===== src/rtl/nibble_framer_pkg.sv =====
// Shared definitions for the nibble framer: frame geometry, FSM states and
// the slot-index helper used by the control logic.
package nibble_framer_pkg;

  localparam int unsigned N_WORDS = 6;
  localparam int unsigned IDX_W   = 3;

  typedef enum logic [1:0] {
    FILL  = 2'd0,
    FULL  = 2'd1,
    DRAIN = 2'd2
  } state_e;

  // True when idx addresses the last slot of a frame.
  function automatic logic is_final_slot(input logic [IDX_W-1:0] idx);
    return (idx == IDX_W'(N_WORDS - 1));
  endfunction

endpackage


===== src/rtl/nib_bank.sv =====
// Six-slot frame register bank; one slot written per enabled cycle, slots
// hold their value otherwise and are only cleared by reset.
module nib_bank
  import nibble_framer_pkg::*;
#(
  parameter int unsigned W = 4
) (
  input  logic             clk,
  input  logic             rst_n,
  input  logic             wr_en,
  input  logic [IDX_W-1:0] wr_idx,
  input  logic [W-1:0]     wr_data,
  output logic [W-1:0]     a,
  output logic [W-1:0]     b,
  output logic [W-1:0]     c,
  output logic [W-1:0]     d,
  output logic [W-1:0]     e,
  output logic [W-1:0]     f
);

  logic [W-1:0] a_q, b_q, c_q, d_q, e_q, f_q;

  // Slot storage; indices 6 and 7 never write.
  always_ff @(posedge clk) begin
    if (!rst_n) begin
      a_q <= '0;
      b_q <= '0;
      c_q <= '0;
      d_q <= '0;
      e_q <= '0;
      f_q <= '0;
    end else if (wr_en) begin
      case (wr_idx)
        3'd0:    a_q <= wr_data;
        3'd1:    b_q <= wr_data;
        3'd2:    c_q <= wr_data;
        3'd3:    d_q <= wr_data;
        3'd4:    e_q <= wr_data;
        3'd5:    f_q <= wr_data;
        default: a_q <= a_q;
      endcase
    end else begin
      a_q <= a_q;
    end
  end

  assign a = a_q;
  assign b = b_q;
  assign c = c_q;
  assign d = d_q;
  assign e = e_q;
  assign f = f_q;

endmodule


===== src/rtl/nibble_framer.sv =====
// Collects six serial words into a frame for the sorting network, rejecting
// short and over-long frames with a one-cycle err pulse.
module nibble_framer
  import nibble_framer_pkg::*;
#(
  parameter int unsigned W = 4
) (
  input  logic         clk,
  input  logic         rst_n,
  input  logic [W-1:0] in_data,
  input  logic         in_valid,
  input  logic         in_last,
  output logic         in_ready,
  output logic [W-1:0] a,
  output logic [W-1:0] b,
  output logic [W-1:0] c,
  output logic [W-1:0] d,
  output logic [W-1:0] e,
  output logic [W-1:0] f,
  output logic         out_valid,
  input  logic         out_ready,
  output logic         err,
  output logic [7:0]   frame_cnt
);

  state_e           state_q, state_d;
  logic [IDX_W-1:0] idx_q, idx_d;
  logic             err_q, err_d;
  logic [7:0]       cnt_q, cnt_d;
  logic             wr_en;
  logic             accept;
  logic             xfer;

  // Handshake flags come from the state register alone.
  assign in_ready  = (state_q == FILL) || (state_q == DRAIN);
  assign out_valid = (state_q == FULL);
  assign accept    = in_valid & in_ready;
  assign xfer      = out_valid & out_ready;

  // Next-state, slot write and error decision.
  always_comb begin
    state_d = state_q;
    idx_d   = idx_q;
    err_d   = 1'b0;
    cnt_d   = cnt_q;
    wr_en   = 1'b0;
    case (state_q)
      FILL: begin
        if (accept) begin
          wr_en = 1'b1;
          if (is_final_slot(idx_q)) begin
            idx_d = 3'd0;
            if (in_last) begin
              state_d = FULL;
            end else begin
              err_d   = 1'b1;
              state_d = DRAIN;
            end
          end else if (in_last) begin
            err_d = 1'b1;
            idx_d = 3'd0;
          end else begin
            idx_d = idx_q + 3'd1;
          end
        end else begin
          idx_d = idx_q;
        end
      end
      FULL: begin
        if (xfer) begin
          state_d = FILL;
          cnt_d   = cnt_q + 8'd1;
        end else begin
          state_d = FULL;
        end
      end
      DRAIN: begin
        if (accept && in_last) begin
          state_d = FILL;
        end else begin
          state_d = DRAIN;
        end
      end
      default: begin
        state_d = FILL;
        idx_d   = 3'd0;
      end
    endcase
  end

  // Control registers.
  always_ff @(posedge clk) begin
    if (!rst_n) begin
      state_q <= FILL;
      idx_q   <= 3'd0;
      err_q   <= 1'b0;
      cnt_q   <= 8'd0;
    end else begin
      state_q <= state_d;
      idx_q   <= idx_d;
      err_q   <= err_d;
      cnt_q   <= cnt_d;
    end
  end

  nib_bank #(.W(W)) u_bank (
    .clk     (clk),
    .rst_n   (rst_n),
    .wr_en   (wr_en),
    .wr_idx  (idx_q),
    .wr_data (in_data),
    .a       (a),
    .b       (b),
    .c       (c),
    .d       (d),
    .e       (e),
    .f       (f)
  );

  assign err       = err_q;
  assign frame_cnt = cnt_q;

endmodule

===== config.mk =====
export PLATFORM = sky130hd
export DESIGN_NAME = nibble_framer
export DESIGN_NICKNAME = d
export VERILOG_FILES = /design/src/rtl/nibble_framer_pkg.sv /design/src/rtl/nib_bank.sv /design/src/rtl/nibble_framer.sv
export SDC_FILE = /design/constraint.sdc
export NUM_CORES = 1
export LEC_CHECK = 0
export CAP_MARGIN = 20
export CELL_PAD_IN_SITES_DETAIL_PLACEMENT = 1
export CELL_PAD_IN_SITES_GLOBAL_PLACEMENT = 1
export CORE_AREA = 3 3 74 76
export DETAILED_ROUTE_END_ITERATION = 10
export DIE_AREA = 0 0 77 79
export GPL_TIMING_DRIVEN = 0
export PLACE_DENSITY_LB_ADDON = 0.1
export REMOVE_ABC_BUFFERS = 1
export SYNTH_ARGS = -nofsm -noshare
export SYNTH_HDL_FRONTEND = slang
export SYNTH_HIERARCHICAL = 1
export SYNTH_SLANG_ARGS = --single-unit
export TNS_END_PERCENT = 30

===== constraint.sdc =====
create_clock -name clk -period 1.9 [get_ports clk]
set_clock_uncertainty 0.1 [all_clocks]
set_input_delay 0.19 -clock clk [delete_from_list [all_inputs] [get_ports clk]]
set_output_delay 0.19 -clock clk [all_outputs]
set_load 0.01 [all_outputs]

==> metrics.yaml <==
outcome:
  status: "completed"
detailed_routing:
  wire_per_inst_um: 15.4
  drt-total-wl_mm: 4.43
  route.vias.total: 1442
  ant_nets: 0
  drcViolationCount: 0
  drt_pass1_iterations: 4
  drt_iter0_markers: 42
  vias_per_cell: 5.01
worst_setup_path:
  critPathKind: "reg -> out"
  cp-start-kind: "flop"
  worstPathRequired_ps: 1610
  end_kind: "output pin"
  crit_fanout: 4
  slowest_stage: "dfxtp_2"
  cp.arrival_ps: 1580
  slowest_delay_ps: 390
  cp_cell_sequence: "inv_1 > ha_1 > or2_2 > dlygate4sd2_1"
timing:
  drv_slew: 0
  tightest_slew_ps: 982
  relSlewSlack: 0.345
  period_share: 0.982
  hold_ws_ps: 362
  hold_violations: 0
  fmax_mhz: 536
  min_period_ps: 1870
  rsz0062_at_grt: "yes"
  finalSetupViolCount: 0
synth:
  synthCells: 177
  ys_seq_area_frac: 0.441
  synth_top_area_share: 0.441
  ys_seq_elements: 38
  synth_top_cell_by_area: "dfxtp_1"
  avgSynthCellArea_um2: 9.76
  ys_top_cells_by_area: "dfxtp_1 44%, mux2i_1 14%, nand2_1 7.2%, ha_1 5.1%, a21oi_1 3.2%"
  yosys_warnings: 6
  synth.cell_area_um2: 1730
  ys_types: 30
cts:
  cts_tree: "done"
  clk-insertion-delay-late_ps: 290
  clkTransAtPathRegs_ps: 70
  hold_buffers: 0
  cts_root_buf: "clkbuf_8"
  cts_buffers: 5
  clock_sinks: 38
  htree_levels: 2
  cts_buffer_depth: 2
pwr:
  ir_drop_mv: 0.312
  power.switching_uw: 431
  clkPwrFrac: 0.325
  sw_frac_of_total: 0.263
  power.internal_uw: 1210
  seq_power_share: 0.517
  leakage_uw: 0.000848
  power_density_nw_per_um2: 707
  combPwrFrac: 0.158
floorplanning:
  coreArea_um2: 4790
  dieHeight_um: 79
  die_area_um2: 6080
  start_util: 0.361
  die_w_um: 77
  ios: 44
  rows: 25
placed_design:
  dp_cells: 278
  hpwl_mm: 3.27
  place.gp.congestion: 0.825
  port_buffers: 43
layout:
  mostFrequentLayoutCells: "41 x clkdlybuf4s50_1, 34 x dfxtp_1, 33 x nand2_1"
  antenna_cells: 0
  layout.cells.non_filler: 288
  multiInputGateArea_um2: 920
  drive_gt1_frac: 0.0995
  seqCellArea_um2: 766
  final_util: 0.484
  finish.net_count: 237
  synthToLayoutAreaGrowth_pct: 34.3
  fillers: 545
  final_common_cell: "clkdlybuf4s50_1"
global_routing:
  grt_max_degree: 31
  antenna_found_initial: 0
  grt_pass1_vias: 1530
  grt_pass1_wl_mm: 7.19
  overflow: 0
  grt_usage: 0.148
run:
  maxCapViolations: 0
min_path:
  hold_class: "reg -> reg"
metrics by stage:
step	cell area, um^2	setup WS, ps	total power [uW]	setup TNS, ps
final	2320	34.2	1640	0
after global placement	2170	-441	1090	-8230
after CTS	2280	7.09	1650	0
after global routing	2320	-38.6	1730	-131
after detailed placement	2170	-571	1100	-12230
after floorplan	1660	-155	988	-622
area by class of cell:
| class | instances | area share |
|---|---|---|
| Clock buffer | 6 | 0.0313 |
| Clock inverter | 1 | 0.00324 |
| Inverter | 5 | 0.00809 |
| Multi-Input combinational cell | 125 | 0.397 |
| Sequential cell | 38 | 0.330 |
| Tap cell | 67 | 0.0362 |
| Timing Repair Buffer | 46 | 0.194 |
path summary, 6_finish.rpt:
| kind | from | end | slack [ps] | depth (start not counted) |
|---|---|---|---|---|
| worst min-delay path | u_bank/a[1]$_SDFFE_PN0P_ | u_bank/a[1]$_SDFFE_PN0P_ | 360 | 2 |
| worst max-delay path | state_q[0]$_SDFFE_PN0P_ | in_ready | 30 | 4 |
| worst min register to register | u_bank/a[1]$_SDFFE_PN0P_ | u_bank/a[1]$_SDFFE_PN0P_ | 360 | 2 |
| worst max register to register | state_q[0]$_SDFFE_PN0P_ | u_bank/a[0]$_SDFFE_PN0P_ | 70 | 6 |
power groups by stage:
| stage | Sequential [uW] | Clock, uW | Combinational (uW) |
|---|---|---|---|
| finish | 849 | 533 | 259 |
| global route | 853 | 592 | 282 |
| CTS | 848 | 551 | 247 |
| detailed placement | 864 | 0 | 237 |
| global placement | 860 | 0 | 226 |
| floorplan | 866 | 0 | 122 |
logic make-up (layout without fill, tap and decap cells):
kind of cell,after synthesis,after routing,share of synthesized area
multiplexers,24,24,0.139
adder cells (fa/ha/maj),7,7,0.0507
buffers and inverters,14,58,0.0500
flip-flops,38,38,0.441
XOR/XNOR,3,3,0.0152
AND/OR/NAND/NOR,69,69,0.229
AO/OA/AOI/OAI,22,22,0.0754
metal layers:
layer / wire length, um / track usage
met3: 180 / 0.0454
met2: 2270 / 0.262
met4: 57 / 0.0552
met1: 1920 / 0.169
met5: 0 / 0
worst max-delay path: cells and delay by family (launching register included):
kind / cells / cell delay (ps)
flip-flops: 1 / 390
buffers and inverters: 2 / 390
AND/OR/NAND/NOR: 1 / 270
adder cells (fa/ha/maj): 1 / 240
Yosys cell counts:
cell,count
nand2_1,33
o31ai_1,3
and3_1,1
nand3_2,1
a21oi_1,11
nor4b_4,1
buf_6,4
nor2_1,2
or4_1,5
clkbuf_1,2
xor2_1,3
inv_1,5
nor2b_4,1
mux2i_1,24
nand2b_1,5
nor4bb_1,1
or2_2,1
nand4_1,2
nand4b_1,2
and2_1,2
or3_1,3
a221o_1,2
nand3_1,6
dfxtp_1,38
nor4b_1,1
o21bai_1,1
o21ai_0,5
and4bb_2,2
ha_1,7
buf_2,3
flip-flops by register name, indices dropped and copies added, names as in the netlist:
signal	count
u_bank/e	4
u_bank/b	4
u_bank/d	4
u_bank/c	4
err	1
idx_q	3
u_bank/f	4
u_bank/a	4
state_q	2
frame_cnt	8
what timing repair did:
item / in CTS / in global routing
pin swaps: 0 / 1
setup buffers: 0 / 3
setup endpoints to repair: 30 / 11
resized for setup: 10 / 2
Note: power is estimated with default switching activity, not from simulation.
